--- config.mk ---
export PLATFORM = sky130hd
export DESIGN_NAME = console_writer
export DESIGN_NICKNAME = d
export VERILOG_FILES = /design/src/rtl/console_pkg.sv /design/src/rtl/console_cursor.sv /design/src/rtl/console_writer.sv
export SDC_FILE = /design/constraint.sdc
export NUM_CORES = 1
export LEC_CHECK = 0
export BUFFER_PORTS_ARGS = -buffer_cell sky130_fd_sc_hd__clkbuf_2
export CAP_MARGIN = 20
export CORE_MARGIN = 2
export CORE_UTILIZATION = 40
export DETAILED_ROUTE_END_ITERATION = 12
export PLACE_DENSITY = 0.64
export SKIP_CTS_REPAIR_TIMING = 1
export SYNTH_ARGS = -nofsm -noshare
export SYNTH_HDL_FRONTEND = slang
export SYNTH_SLANG_ARGS = --single-unit
--- constraint.sdc ---
create_clock -name clk -period 3 [get_ports clk]
set_input_delay 0.6 -clock clk [delete_from_list [all_inputs] [get_ports clk]]
set_output_delay 0.6 -clock clk [all_outputs]
set_load 0.02 [all_outputs]
--- src/rtl/console_pkg.sv ---
// Shared constants and state encoding for the text console writer.
// ASCII control codes recognised by the writer, plus the FSM state enum.
// Scroll states exist only when CONSOLE_SCROLL_EN is defined.
package console_pkg;

  localparam logic [7:0] CHAR_BS    = 8'h08;
  localparam logic [7:0] CHAR_LF    = 8'h0A;
  localparam logic [7:0] CHAR_FF    = 8'h0C;
  localparam logic [7:0] CHAR_CR    = 8'h0D;
  localparam logic [7:0] CHAR_BLANK = 8'h20;

  // The newline action has no state of its own: it is resolved on the
  // edge that leaves IDLE (LF) or PUT (wrap), so a wrap on the last row
  // goes straight from PUT to SCR_RD.
  typedef enum logic [2:0] {
    IDLE,
    PUT,
    CLEAR
`ifdef CONSOLE_SCROLL_EN
    ,
    SCR_RD,
    SCR_WR,
    SCR_CLR
`endif
  } state_t;

endpackage

--- src/rtl/console_cursor.sv ---
// Cursor position register: column/row with advance, CR, backspace, newline,
// bottom-row and home controls; outputs edge flags and the cell address.
// Latency: controls take effect on the next edge; address is combinational.
// Ports: clk_i/rst_ni clock+async reset; adv_i/cr_i/bs_i column controls;
//        nl_i/bottom_i/home_i row controls; col_o/row_o position;
//        last_col_o/last_row_o edge flags; addr_o = row*cols + col.
module console_cursor #(
  parameter int cols       = 40,
  parameter int rows       = 30,
  parameter int addr_width = $clog2(rows * cols)
) (
  input  logic                      clk_i,
  input  logic                      rst_ni,
  input  logic                      adv_i,
  input  logic                      cr_i,
  input  logic                      bs_i,
  input  logic                      nl_i,
  input  logic                      bottom_i,
  input  logic                      home_i,
  output logic [$clog2(cols)-1:0]   col_o,
  output logic [$clog2(rows)-1:0]   row_o,
  output logic                      last_col_o,
  output logic                      last_row_o,
  output logic [addr_width-1:0]     addr_o
);

  localparam int CW = $clog2(cols);
  localparam int RW = $clog2(rows);

  logic [CW-1:0] col_q, col_d;
  logic [RW-1:0] row_q, row_d;

  assign last_col_o = (col_q == CW'(cols - 1));
  assign last_row_o = (row_q == RW'(rows - 1));

  always_comb begin
    col_d = col_q;
    if (home_i || cr_i) begin
      col_d = '0;
    end else if (adv_i) begin
      col_d = col_q + CW'(1);
    end else if (bs_i) begin
      col_d = col_q - CW'(1);
    end

    row_d = row_q;
    if (home_i) begin
      row_d = '0;
    end else if (bottom_i) begin
      row_d = RW'(rows - 1);
    end else if (nl_i) begin
      // Only reaches the last-row case when scrolling is not built in.
      row_d = last_row_o ? '0 : row_q + RW'(1);
    end
  end

  always_ff @(posedge clk_i or negedge rst_ni) begin
    if (!rst_ni) begin
      col_q <= '0;
      row_q <= '0;
    end else begin
      col_q <= col_d;
      row_q <= row_d;
    end
  end

  assign col_o  = col_q;
  assign row_o  = row_q;
  assign addr_o = addr_width'(row_q) * addr_width'(cols) + addr_width'(col_q);

endmodule

--- src/rtl/console_writer.sv ---
// Character-stream front end: turns ASCII bytes into text-RAM write cycles.
// Latency: printable/BS 2 cycles, CR/LF/ignored 1, clear rows*cols, scroll
// 2*(rows-1)*cols+cols. Backpressure: in_ready low whenever state != IDLE.
// Ports: clk/rst_n; in_valid/in_data/in_ready byte input; ram_we/ram_addr/
//        ram_din/ram_dout single-port RAM; cursor_col/cursor_row; busy.
// Build option: define CONSOLE_SCROLL_EN to scroll on a last-row newline
// instead of wrapping to row 0.
module console_writer
  import console_pkg::*;
#(
  parameter int         cols       = 40,
  parameter int         rows       = 30,
  parameter int         addr_width = $clog2(rows * cols),
  parameter int         data_width = 8,
  parameter logic [7:0] BLANK      = CHAR_BLANK
) (
  input  logic                    clk,
  input  logic                    rst_n,
  input  logic                    in_valid,
  input  logic [7:0]              in_data,
  output logic                    in_ready,
  output logic                    ram_we,
  output logic [addr_width-1:0]   ram_addr,
  output logic [data_width-1:0]   ram_din,
  input  logic [data_width-1:0]   ram_dout,
  output logic [$clog2(cols)-1:0] cursor_col,
  output logic [$clog2(rows)-1:0] cursor_row,
  output logic                    busy
);

  localparam logic [addr_width-1:0] LAST_CELL = addr_width'(rows * cols - 1);
`ifdef CONSOLE_SCROLL_EN
  localparam logic [addr_width-1:0] LAST_COPY = addr_width'((rows - 1) * cols - 1);
`else
  // Without scrolling the RAM is never read back.
  logic unused_dout;
  assign unused_dout = ^ram_dout;
`endif

  state_t                state_q, state_d;
  logic [addr_width-1:0] idx_q, idx_d;
  logic [7:0]            char_q, char_d;
  logic                  adv_q, adv_d;   // PUT came from a printable byte

  logic adv, cr, bs, nl, bottom, home, nl_req;
  logic last_col, last_row;
  logic [addr_width-1:0] cell_addr;

  console_cursor #(
    .cols       (cols),
    .rows       (rows),
    .addr_width (addr_width)
  ) u_cursor (
    .clk_i      (clk),
    .rst_ni     (rst_n),
    .adv_i      (adv),
    .cr_i       (cr),
    .bs_i       (bs),
    .nl_i       (nl),
    .bottom_i   (bottom),
    .home_i     (home),
    .col_o      (cursor_col),
    .row_o      (cursor_row),
    .last_col_o (last_col),
    .last_row_o (last_row),
    .addr_o     (cell_addr)
  );

  assign in_ready = (state_q == IDLE);
  assign busy     = (state_q != IDLE);

  // Next-state, counter and cursor-control decode.
  always_comb begin
    state_d = state_q;
    idx_d   = idx_q;
    char_d  = char_q;
    adv_d   = adv_q;
    adv     = 1'b0;
    cr      = 1'b0;
    bs      = 1'b0;
    nl      = 1'b0;
    bottom  = 1'b0;
    home    = 1'b0;
    nl_req  = 1'b0;

    case (state_q)
      IDLE: begin
        if (in_valid) begin
          case (in_data)
            CHAR_CR: cr = 1'b1;
            CHAR_LF: nl_req = 1'b1;
            CHAR_BS: begin
              // Step back first so PUT blanks the cell now under the cursor.
              if (cursor_col != '0) begin
                bs      = 1'b1;
                char_d  = BLANK;
                adv_d   = 1'b0;
                state_d = PUT;
              end
            end
            CHAR_FF: begin
              idx_d   = '0;
              state_d = CLEAR;
            end
            default: begin
              if (in_data >= 8'h20 && in_data <= 8'h7E) begin
                char_d  = in_data;
                adv_d   = 1'b1;
                state_d = PUT;
              end
            end
          endcase
        end
      end
      PUT: begin
        state_d = IDLE;
        if (adv_q) begin
          if (last_col) begin
            cr     = 1'b1;
            nl_req = 1'b1;
          end else begin
            adv = 1'b1;
          end
        end
      end
      CLEAR: begin
        idx_d = idx_q + addr_width'(1);
        if (idx_q == LAST_CELL) begin
          home    = 1'b1;
          state_d = IDLE;
        end
      end
`ifdef CONSOLE_SCROLL_EN
      SCR_RD: state_d = SCR_WR;
      SCR_WR: begin
        idx_d   = idx_q + addr_width'(1);
        state_d = (idx_q == LAST_COPY) ? SCR_CLR : SCR_RD;
      end
      SCR_CLR: begin
        idx_d = idx_q + addr_width'(1);
        if (idx_q == LAST_CELL) begin
          cr      = 1'b1;
          bottom  = 1'b1;
          state_d = IDLE;
        end
      end
`endif
      default: state_d = IDLE;
    endcase

    if (nl_req) begin
      if (!last_row) begin
        nl = 1'b1;
      end else begin
`ifdef CONSOLE_SCROLL_EN
        idx_d   = '0;
        state_d = SCR_RD;
`else
        nl = 1'b1;
`endif
      end
    end
  end

  always_ff @(posedge clk or negedge rst_n) begin
    if (!rst_n) begin
      state_q <= IDLE;
      idx_q   <= '0;
      char_q  <= '0;
      adv_q   <= 1'b0;
    end else begin
      state_q <= state_d;
      idx_q   <= idx_d;
      char_q  <= char_d;
      adv_q   <= adv_d;
    end
  end

  // RAM port decode; SCR_WR forwards the word read during the previous SCR_RD.
  always_comb begin
    ram_we   = 1'b0;
    ram_addr = cell_addr;
    ram_din  = '0;
    case (state_q)
      PUT: begin
        ram_we  = 1'b1;
        ram_din = data_width'(char_q);
      end
      CLEAR: begin
        ram_we   = 1'b1;
        ram_addr = idx_q;
        ram_din  = data_width'(BLANK);
      end
`ifdef CONSOLE_SCROLL_EN
      SCR_RD: ram_addr = idx_q + addr_width'(cols);
      SCR_WR: begin
        ram_we   = 1'b1;
        ram_addr = idx_q;
        ram_din  = ram_dout;
      end
      SCR_CLR: begin
        ram_we   = 1'b1;
        ram_addr = idx_q;
        ram_din  = data_width'(BLANK);
      end
`endif
      default: ;
    endcase
  end

endmodule

==> flow_summary.yaml, run 1 <==
critical_path:
  arrival_ns: 2.34
  required_ns: 2.40
  rr_startpoint: "u_cursor.col_o[2]$_DFFE_PN0P_"
  reg2regPathDepth: 8
  cp_common_cell: "ha_4"
  crit_chain: "ha_4 > ha_4 > fa_2 > nand2_1 > nor2_2 > xnor2_1 > o21ai_0 > clkbuf_2"
  startpoint_type: "register"
  critPathMaxStageDelay_ns: 0.59
  critical_path_class: "register to primary output"
  timing.rr.end: "u_cursor.col_o[5]$_DFFE_PN0P_"
  worstSetupEndpointType: "primary output"
  crit_slowest_cell: "fa_2"
  cpLargestDelayFamily: "adder cells"
  ff2ff_setup_slack_ns: 0.19
  crit_buf_inv: 1
  crit_path_max_fanout: 3
clocking:
  cts.clk_slew.worst_paths_ns: 0.06
  ctsLongestPathBuffers: 2
  insertion_delay_ns: 0.29
  cts_tree: "built"
  cts.sinks: 33
  clockRootBuffer: "clkbuf_8"
  cts-buffers-inserted: 5
  htreeDepth: 2
sta:
  clock_skew_ns: 0.00931
  clock.fmax_ghz: 0.340
  hold_violations: 0
  period_needed_ns: 2.94
  finalCritPeriodShare_pct: 98.1
  final-setup-viol-count: 0
  drv_slew: 0
  setup_tns_ns: 0
  max_slew.worst_pin.slew_ns: 0.830
  max-slew-margin-rel_pct: 44.7
layout:
  fin_nets: 372
  drive_gt1_share_pct: 28.0
  areaGrowthSynthToFinish_pct: 22.0
  diodes: 0
  layout.cells.non_filler: 407
floorplanning:
  die_w_um: 83.6
  num_rows: 28
  dieArea_um2: 6990
  core_area_um2: 6030
  io-pin-count: 52
  start_util_pct: 42.0
  fp.dieH_um: 83.6
global_routing:
  grt_antenna_before_repair: 0
  grt_pass1_wl_mm: 10.1
  grt_max_degree: 34
  grt_pass1_vias: 2042
  grt_overflow: 0
  grtUsageTotal_pct: 17.8
drt:
  drt-initial-drc-count: 118
  post-route-drc-count: 0
  routed_wl_mm: 5.95
  via_per_inst: 5.29
  postRouteAntennaNets: 0
  drt_first_pass_iters: 4
  wire_per_inst_um: 14.6
  vias: 2155
synth:
  ys_ff_latch: 33
  yosys.area_share.adder_pct: 11.8
  synth_common_cells: "dfrtp_1 (33), nand2_1 (24), ha_1 (19)"
  synth_nets: 309
  synth_area_per_cell_um2: 9.45
  ys.flop_type: "dfrtp_1"
  syn_area_um2: 2530
  synth_xor_area_share_pct: 6.57
  synth_cell_types: 54
  muxShareOfSynthArea_pct: 6.32
  seq_area_frac_synth_pct: 32.6
  synth-simple-area-share_pct: 22.0
  yosysWarnings: 0
  synth_top_area_share_pct: 32.6
  synth_edf_count: 0
  synthArstFlopShare_pct: 100
  synth_most_common_cell: "dfrtp_1"
  synth_top_cell_by_area: "dfrtp_1"
  synth_top_family_by_area: "simple AND/OR/NAND/NOR gates"
  synth_compound_area_share_pct: 17.2
  synth.area.top_cells: "dfrtp_1 (33%), ha_1 (9.4%), xnor2_1 (4.8%)"
  syn-instance-count: 268
pwr:
  p_per_area_nw_per_um2: 882
  ir_worst_vdd_mv: 0.541
  total_leakage_power_nw: 1.42
worst_hold_path:
  hold_path_class: "input pin to async pin"
placed_design:
  placed_cells: 396
  place_congestion: 0.866
  dp_hpwl_mm: 4.42
  portBuffers: 43
run_status:
  status: "finished, final reports clean"
job:
  maxCapViolations: 0
==> per-stage QoR <==
step	hold WS [ns]	util, %	power [mW]	cell area (um2)	setup WS, ns
after floorplan	0.304	-	1.84	2530	0.0485
after global placement	0.461	48.6	2.36	2930	0.194
after detailed placement	0.470	48.6	2.40	2930	0.181
after CTS	0.433	50.0	2.73	3010	-0.134
after global routing	0.481	51.3	2.97	3090	-0.0483
final	0.401	51.3	2.73	3090	0.0569
==> worst max path at each step <==
stage	start	endpoint	slack, ns	cells past startpoint
2_1_floorplan	u_cursor.row_o[1]$_DFFE_PN0P_	ram_addr[10]	0.05	7
3_3_place_gp	u_cursor.row_o[1]$_DFFE_PN0P_	ram_addr[9]	0.19	8
3_5_place_dp	u_cursor.col_o[2]$_DFFE_PN0P_	u_cursor.col_o[5]$_DFFE_PN0P_	0.18	8
4_1_cts	u_cursor.row_o[1]$_DFFE_PN0P_	ram_addr[9]	-0.13	8
5_1_grt	u_cursor.row_o[3]$_DFFE_PN0P_	ram_addr[10]	-0.05	8
6_report	u_cursor.row_o[3]$_DFFE_PN0P_	ram_addr[8]	0.06	8
==> metal layers <==
layer  track usage [%]  vias up  routed length (um)
li1                  -     1097                   -
met1              24.7     1021                2850
met2              28.2       30                2880
met3              2.67        7                 123
met4              6.16        0                  92
met5                 0        -                   0
==> registers in the layout, summed over array words and instances (netlist names) <==
name / flops
state_q: 2
idx_q: 11
adv_q: 1
u_cursor.col_o: 6
u_cursor.row_o: 5
char_q: 8
==> where the power goes <==
part           switching (mW)  leakage, nW  internal (mW)
sequential             0.0870        0.373          0.581
clock                   0.169       0.0450          0.161
combinational            1.01        0.999          0.720
total                    1.27         1.42           1.46
==> placed cells by master (no fill, tap or decap), types with 11 or more instances in the layout <==
| cell type | instances |
|---|---|
| dfrtp_1 | 32 |
| clkbuf_2 | 42 |
| buf_4 | 19 |
| inv_1 | 16 |
| ha_1 | 15 |
| o21ai_0 | 11 |
| nand2_1 | 24 |
| xnor2_1 | 14 |
| nor2_1 | 17 |
==> cell families after synthesis <==
logic type,count (synthesis)
XOR/XNOR,19
AO/OA/AOI/OAI,59
multiplexers,15
flip-flops,33
AND/OR/NAND/NOR,98
adder cells (fa/ha/maj),22
buffers and inverters,22
==> area by class of cell <==
type                       count  area (um2)
fill                         570        2940
multi-input combinational    213        1670
sequential                    33         827
timing repair buffer          61         353
tap                           75        93.8
clock buffer                   6        72.6
inverter                      17        63.8
clock inverter                 2        10.0
Note: power is estimated with default switching activity, not from simulation.
==> inputs of run 2 (changes only) <==
--- a/config.mk
+++ b/config.mk
@@ -14,4 +14,5 @@
 export SKIP_CTS_REPAIR_TIMING = 1
 export SYNTH_ARGS = -nofsm -noshare
 export SYNTH_HDL_FRONTEND = slang
+export SYNTH_HIERARCHICAL = 1
 export SYNTH_SLANG_ARGS = --single-unit
==> run 2 against run 1 <==
Net effect:
- the run now ends with setup timing left
- worst hold slack worse by 0.0074 ns
- sequential share of layout area down 0.26 points
- wire length up 2.1%
- total power down 69%
- combinational power down 98%
- fmax down 5.2%
- area after synthesis up 0.64%
- die area up 0.61%
- critical endpoint is now ram_addr[9]
- largest power group is now sequential cells
==> flow_summary.yaml, run 2 <==
run_status:
  status: "complete, but fails checks"
  violations: "setup timing"
floorplanning:
  die_w_um: 83.8
  start_util_pct: 40.9
  core_area_um2: 6240
  dieArea_um2: 7030
  fp.dieH_um: 83.8
  io-pin-count: 52
  num_rows: 29
synth:
  ys_ff_latch: 33
  synth_common_cells: "dfrtp_1 (33), nor2_1 (28), ha_1 (19), mux2_2 (19), nand2_1 (19)"
  synth_most_common_cell: "dfrtp_1"
  synth_top_area_share_pct: 32.4
  syn_area_um2: 2550
  synth.area.top_cells: "dfrtp_1 (32%), ha_1 (9.3%), mux2_2 (8.4%)"
  synth_area_per_cell_um2: 9.21
  ys.flop_type: "dfrtp_1"
  seq_area_frac_synth_pct: 32.4
  syn-instance-count: 277
  synthArstFlopShare_pct: 100
  synth_cell_types: 54
  synth_edf_count: 0
  synth_top_cell_by_area: "dfrtp_1"
  yosysWarnings: 6
critical_path:
  critical_path_class: "register to primary output"
  rr_startpoint: "state_q[1]$_DFFE_PN0P_"
  required_ns: 2.40
  cp_common_cell: "ha_4"
  crit_slowest_cell: "fa_2"
  startpoint_type: "register"
  cpLargestDelayFamily: "adder cells"
  arrival_ns: 2.50
  cp-startpoint: "u_cursor/row_o[3]$_DFFE_PN0P_"
  critPathMaxStageDelay_ns: 0.42
  crit_buf_inv: 1
  crit_chain: "ha_4 > ha_4 > fa_2 > xnor2_2 > and3b_1 > xor2_1 > mux2_2 > buf_6"
  worstSetupEndpointType: "primary output"
  crit_path_max_fanout: 3
pwr:
  total_leakage_power_nw: 1.48
  p_per_area_nw_per_um2: 274
  ir_worst_vdd_mv: 0.139
sta:
  setup_tns_ns: -0.162
  clock_skew_ns: 0.00539
  fin_ws_ns: -0.105
  max-slew-margin-rel_pct: 43.0
  final-setup-viol-count: 3
  max_slew.worst_pin.slew_ns: 0.855
  clock.fmax_ghz: 0.322
  hold_violations: 0
  rsz0062_at_grt: "yes"
  finalCritPeriodShare_pct: 103
  period_needed_ns: 3.10
  drv_slew: 0
placed_design:
  dpl_cell_area_um2: 2920
  placed_cells: 403
  place_congestion: 0.835
  dp_slack_ns: 0.0379
  dp_hpwl_mm: 4.45
  portBuffers: 43
clocking:
  insertion_delay_ns: 0.29
  cts.clk_slew.worst_paths_ns: 0.07
  cts.sinks: 33
  ctsLongestPathBuffers: 2
  htreeDepth: 2
  clockRootBuffer: "clkbuf_8"
  cts_tree: "built"
  cts-buffers-inserted: 5
layout:
  design_area_um2: 3120
  regMostFlops: "idx_q"
  fillers: 593
  diodes: 0
  seqCellArea_um2: 827
  drive_gt1_share_pct: 30.7
  final_cell_mix: "clkbuf_2 (40), dfrtp_1 (32), nor2_1 (27)"
  fin_nets: 375
  final_common_cell: "clkbuf_2"
  multiInputGateArea_um2: 1690
  areaGrowthSynthToFinish_pct: 22.4
  largest_reg_flops: 11
  layout.cells.non_filler: 412
global_routing:
  grt_pass1_wl_mm: 10.3
  grtUsageTotal_pct: 18.0
  grt_overflow: 0
  grt_max_degree: 34
  grt_pass1_vias: 2181
  grt_antenna_before_repair: 0
drt:
  drt_first_pass_iters: 4
  wire_per_inst_um: 14.7
  via_per_inst: 5.36
  postRouteAntennaNets: 0
  vias: 2209
  drt-initial-drc-count: 97
  routed_wl_mm: 6.07
  post-route-drc-count: 0
job:
  maxCapViolations: 0
worst_hold_path:
  hold_path_class: "input pin to async pin"
-- run 2: cell types whose count changed after synthesis, moves of 6 or more --
| cell | previous run | this run |
|---|---|---|
| o21ai_1 | 8 | 0 |
| nor2_1 | 18 | 28 |
| and2_1 | 10 | 1 |
| o21ai_0 | 13 | 6 |
| nor3_1 | 3 | 9 |
| a22o_1 | 0 | 6 |
| mux2_2 | 2 | 19 |
-- run 2: area by class of cell --
cell class              instances  area share (%)
repair buffers                 58            11.1
clock buffers                   7            3.09
multi-input cells             220            54.1
flip-flops and latches         33            26.5
inverters                      16            1.92
well taps                      77            3.09
clock inverters                 1           0.160
-- run 2: through the flow --
| step | hold WS, ns | total power [mW] | util (%) |
|---|---|---|---|
| global placement | 0.485 | 0.485 | 46.9 |
| global route | 0.469 | 0.889 | 50.0 |
| detailed placement | 0.492 | 0.485 | 46.9 |
| floorplan | 0.304 | 0.464 | - |
| CTS | 0.426 | 0.868 | 48.5 |
| finish | 0.393 | 0.854 | 50.0 |
-- run 2: worst paths after layout --
check / slack [ns] / to / cells past startpoint
max: -0.10 / ram_addr[9] / 8
min: 0.39 / idx_q[10]$_DFFE_PN0P_ / 1
max in group asynchronous: 2.04 / u_cursor/row_o[2]$_DFFE_PN0P_ / 1
min in group clk: 0.50 / char_q[6]$_DFFE_PN0P_ / 1
min reg2reg: 0.50 / char_q[6]$_DFFE_PN0P_ / 1
max reg2reg: 0.25 / u_cursor/col_o[5]$_DFFE_PN0P_ / 11
-- run 2: routing by layer --
metal / vias to the layer above / global-route usage [%] / wire length, um
li1: 1096 / - / -
met1: 1064 / 23.9 / 2810
met2: 39 / 29.9 / 2970
met3: 10 / 2.77 / 175
met4: 0 / 6.45 / 108
met5: - / 0 / 0
-- run 2: cell families (layout without fill, tap and decap cells) --
logic type                 Yosys count  count (layout)  share of synthesized area, %
and+or+nand+nor                    106             106                          22.4
AOI/OAI and AO/OA                   48              48                          13.3
DFF                                 33              33                          32.4
buffers and inverters               28              82                          4.61
muxes                               23              23                          10.0
adders and majority gates           22              22                          11.7
xor gates and xnor gates            16              16                          5.50
other                                1               5                         0.147
-- run 2: where the power goes --
group          total (mW)         switching [mW]  internal, mW
clock network       0.377                  0.170         0.207
logic              0.0317                 0.0220       0.00965
registers           0.445  0.0000000000000000506         0.445
==> inputs of run 3 (changes only) <==
--- a/config.mk
+++ b/config.mk
@@ -7,10 +7,12 @@
 export LEC_CHECK = 0
 export BUFFER_PORTS_ARGS = -buffer_cell sky130_fd_sc_hd__clkbuf_2
 export CAP_MARGIN = 20
+export CELL_PAD_IN_SITES_DETAIL_PLACEMENT = 1
+export CELL_PAD_IN_SITES_GLOBAL_PLACEMENT = 2
 export CORE_MARGIN = 2
-export CORE_UTILIZATION = 40
+export CORE_UTILIZATION = 34
 export DETAILED_ROUTE_END_ITERATION = 12
-export PLACE_DENSITY = 0.64
+export PLACE_DENSITY = 0.84
 export SKIP_CTS_REPAIR_TIMING = 1
 export SYNTH_ARGS = -nofsm -noshare
 export SYNTH_HDL_FRONTEND = slang
==> run 3 against run 2 <==
Net effect:
- the run still ends with setup timing left
- core utilization fell by 5.8 points
- combinational power barely moved
- register-to-register slack barely moved
- total power rose by 16%
- sequential power barely moved
- clock power rose by 36%
- via count rose by 1.4%
- fmax fell by 1.5%
- critical path depth did not move
==> flow_summary.yaml, run 3 (synthesized netlist as in run 2, its figures left out) <==
drt:
  postRouteAntennaNets: 0
  post-route-drc-count: 0
  via_per_inst: 5.11
  routed_wl_mm: 7.09
  vias: 2239
  wire_per_inst_um: 16.2
  drt_first_pass_iters: 4
  drt-initial-drc-count: 60
layout:
  fillers: 884
  multiInputGateArea_um2: 1690
  regMostFlops: "idx_q"
  largest_reg_flops: 11
  diodes: 0
  seqCellArea_um2: 826
  areaGrowthSynthToFinish_pct: 25.6
  fin_nets: 379
  final_common_cell: "clkbuf_2"
  drive_gt1_share_pct: 31.3
  final_cell_mix: "clkbuf_2 (40), dfrtp_1 (33), nor2_1 (27)"
  fin_util_pct: 44.2
sta:
  drv_slew: 0
  clock.fmax_ghz: 0.317
  period_needed_ns: 3.15
  rsz0062_at_grt: "yes"
  hold_violations: 0
  max_slew.worst_pin.slew_ns: 0.840
  clock_skew_ns: 0.00883
  fin_ws_ns: -0.151
  final-setup-viol-count: 3
  finalCritPeriodShare_pct: 105
  max-slew-margin-rel_pct: 44.0
global_routing:
  grtUsageTotal_pct: 17.1
  grt_antenna_before_repair: 0
  grt_pass1_vias: 2367
  grt_max_degree: 34
  grt_overflow: 0
  grt_pass1_wl_mm: 11.3
critical_path:
  cpLargestDelayFamily: "adder cells"
  worstSetupEndpointType: "primary output"
  startpoint_type: "register"
  critPathMaxStageDelay_ns: 0.41
  crit_buf_inv: 1
  crit_chain: "ha_4 > ha_4 > fa_2 > xnor2_2 > and3b_1 > xor2_1 > mux2_4 > buf_6"
  required_ns: 2.40
  crit_slowest_cell: "dfrtp_1"
  crit_path_max_fanout: 3
  critical_path_class: "register to primary output"
  cp_common_cell: "ha_4"
  arrival_ns: 2.55
clocking:
  clockRootBuffer: "clkbuf_8"
  cts_tree: "built"
  cts.clk_slew.worst_paths_ns: 0.08
  ctsLongestPathBuffers: 2
  insertion_delay_ns: 0.30
  cts.sinks: 33
  cts-buffers-inserted: 5
  htreeDepth: 2
placed_design:
  portBuffers: 43
  place_congestion: 0.746
  dp_hpwl_mm: 5.05
pwr:
  p_per_area_nw_per_um2: 308
  power_uw: 987
  total_leakage_power_nw: 1.50
  ir_worst_vdd_mv: 0.193
run_status:
  violations: "setup timing"
  status: "complete, but fails checks"
worst_hold_path:
  hold_path_class: "input pin to async pin"
floorplanning:
  io-pin-count: 52
  start_util_pct: 35.2
  core_area_um2: 7250
  fp.dieH_um: 90.6
  die_w_um: 90.6
  num_rows: 31
  dieArea_um2: 8210
job:
  maxCapViolations: 0
run 3: metrics by stage:
| step | setup TNS (ns) | area [um2] | hold WS [ns] | std cells | setup WS [ns] |
|---|---|---|---|---|---|
| after CTS | -0.611 | 3090 | 0.422 | 434 | -0.248 |
| after floorplan | 0 | 2560 | 0.304 | 281 | 0.0942 |
| after global routing | -0.587 | 3200 | 0.454 | 438 | -0.248 |
| after global placement | 0 | 2960 | 0.481 | 426 | 0.0811 |
| final | -0.289 | 3200 | 0.392 | 438 | -0.151 |
| after detailed placement | 0 | 2960 | 0.493 | 426 | 0.0830 |
run 3: worst paths after layout:
kind | cells past startpoint | endpoint | slack (ns) | start
max | 8 | ram_addr[9] | -0.15 | u_cursor/row_o[3]$_DFFE_PN0P_
max in group asynchronous | 1 | idx_q[3]$_DFFE_PN0P_ | 2.07 | rst_n
min | 1 | char_q[2]$_DFFE_PN0P_ | 0.39 | rst_n
max reg2reg | 11 | u_cursor/col_o[5]$_DFFE_PN0P_ | 0.24 | state_q[1]$_DFFE_PN0P_
min in group clk | 1 | char_q[2]$_DFFE_PN0P_ | 0.51 | char_q[2]$_DFFE_PN0P_
min reg2reg | 1 | char_q[2]$_DFFE_PN0P_ | 0.51 | char_q[2]$_DFFE_PN0P_
run 3: where the power goes:
group | switching, mW | leakage (nW) | internal, mW
combinational | 0.0223 | 1.05 | 0.00967
sequential | 0.0000000000000000481 | 0.389 | 0.445
clock | 0.181 | 0.0681 | 0.330
run 3: layout make-up:
class,instances,area share [%]
clock inverter,3,2.03
sequential,33,25.8
clock buffer,5,2.15
inverter,16,1.88
tap,99,3.87
timing repair buffer,62,11.6
multi-input combinational,220,52.7
run 3: routing by layer:
| layer | global-route usage (%) | share of wire (%) |
|---|---|---|
| met1 | 22.2 | 46 |
| met2 | 29.0 | 50 |
| met3 | 3.09 | 2.3 |
| met4 | 5.00 | 2.0 |
| met5 | 0 | 0 |
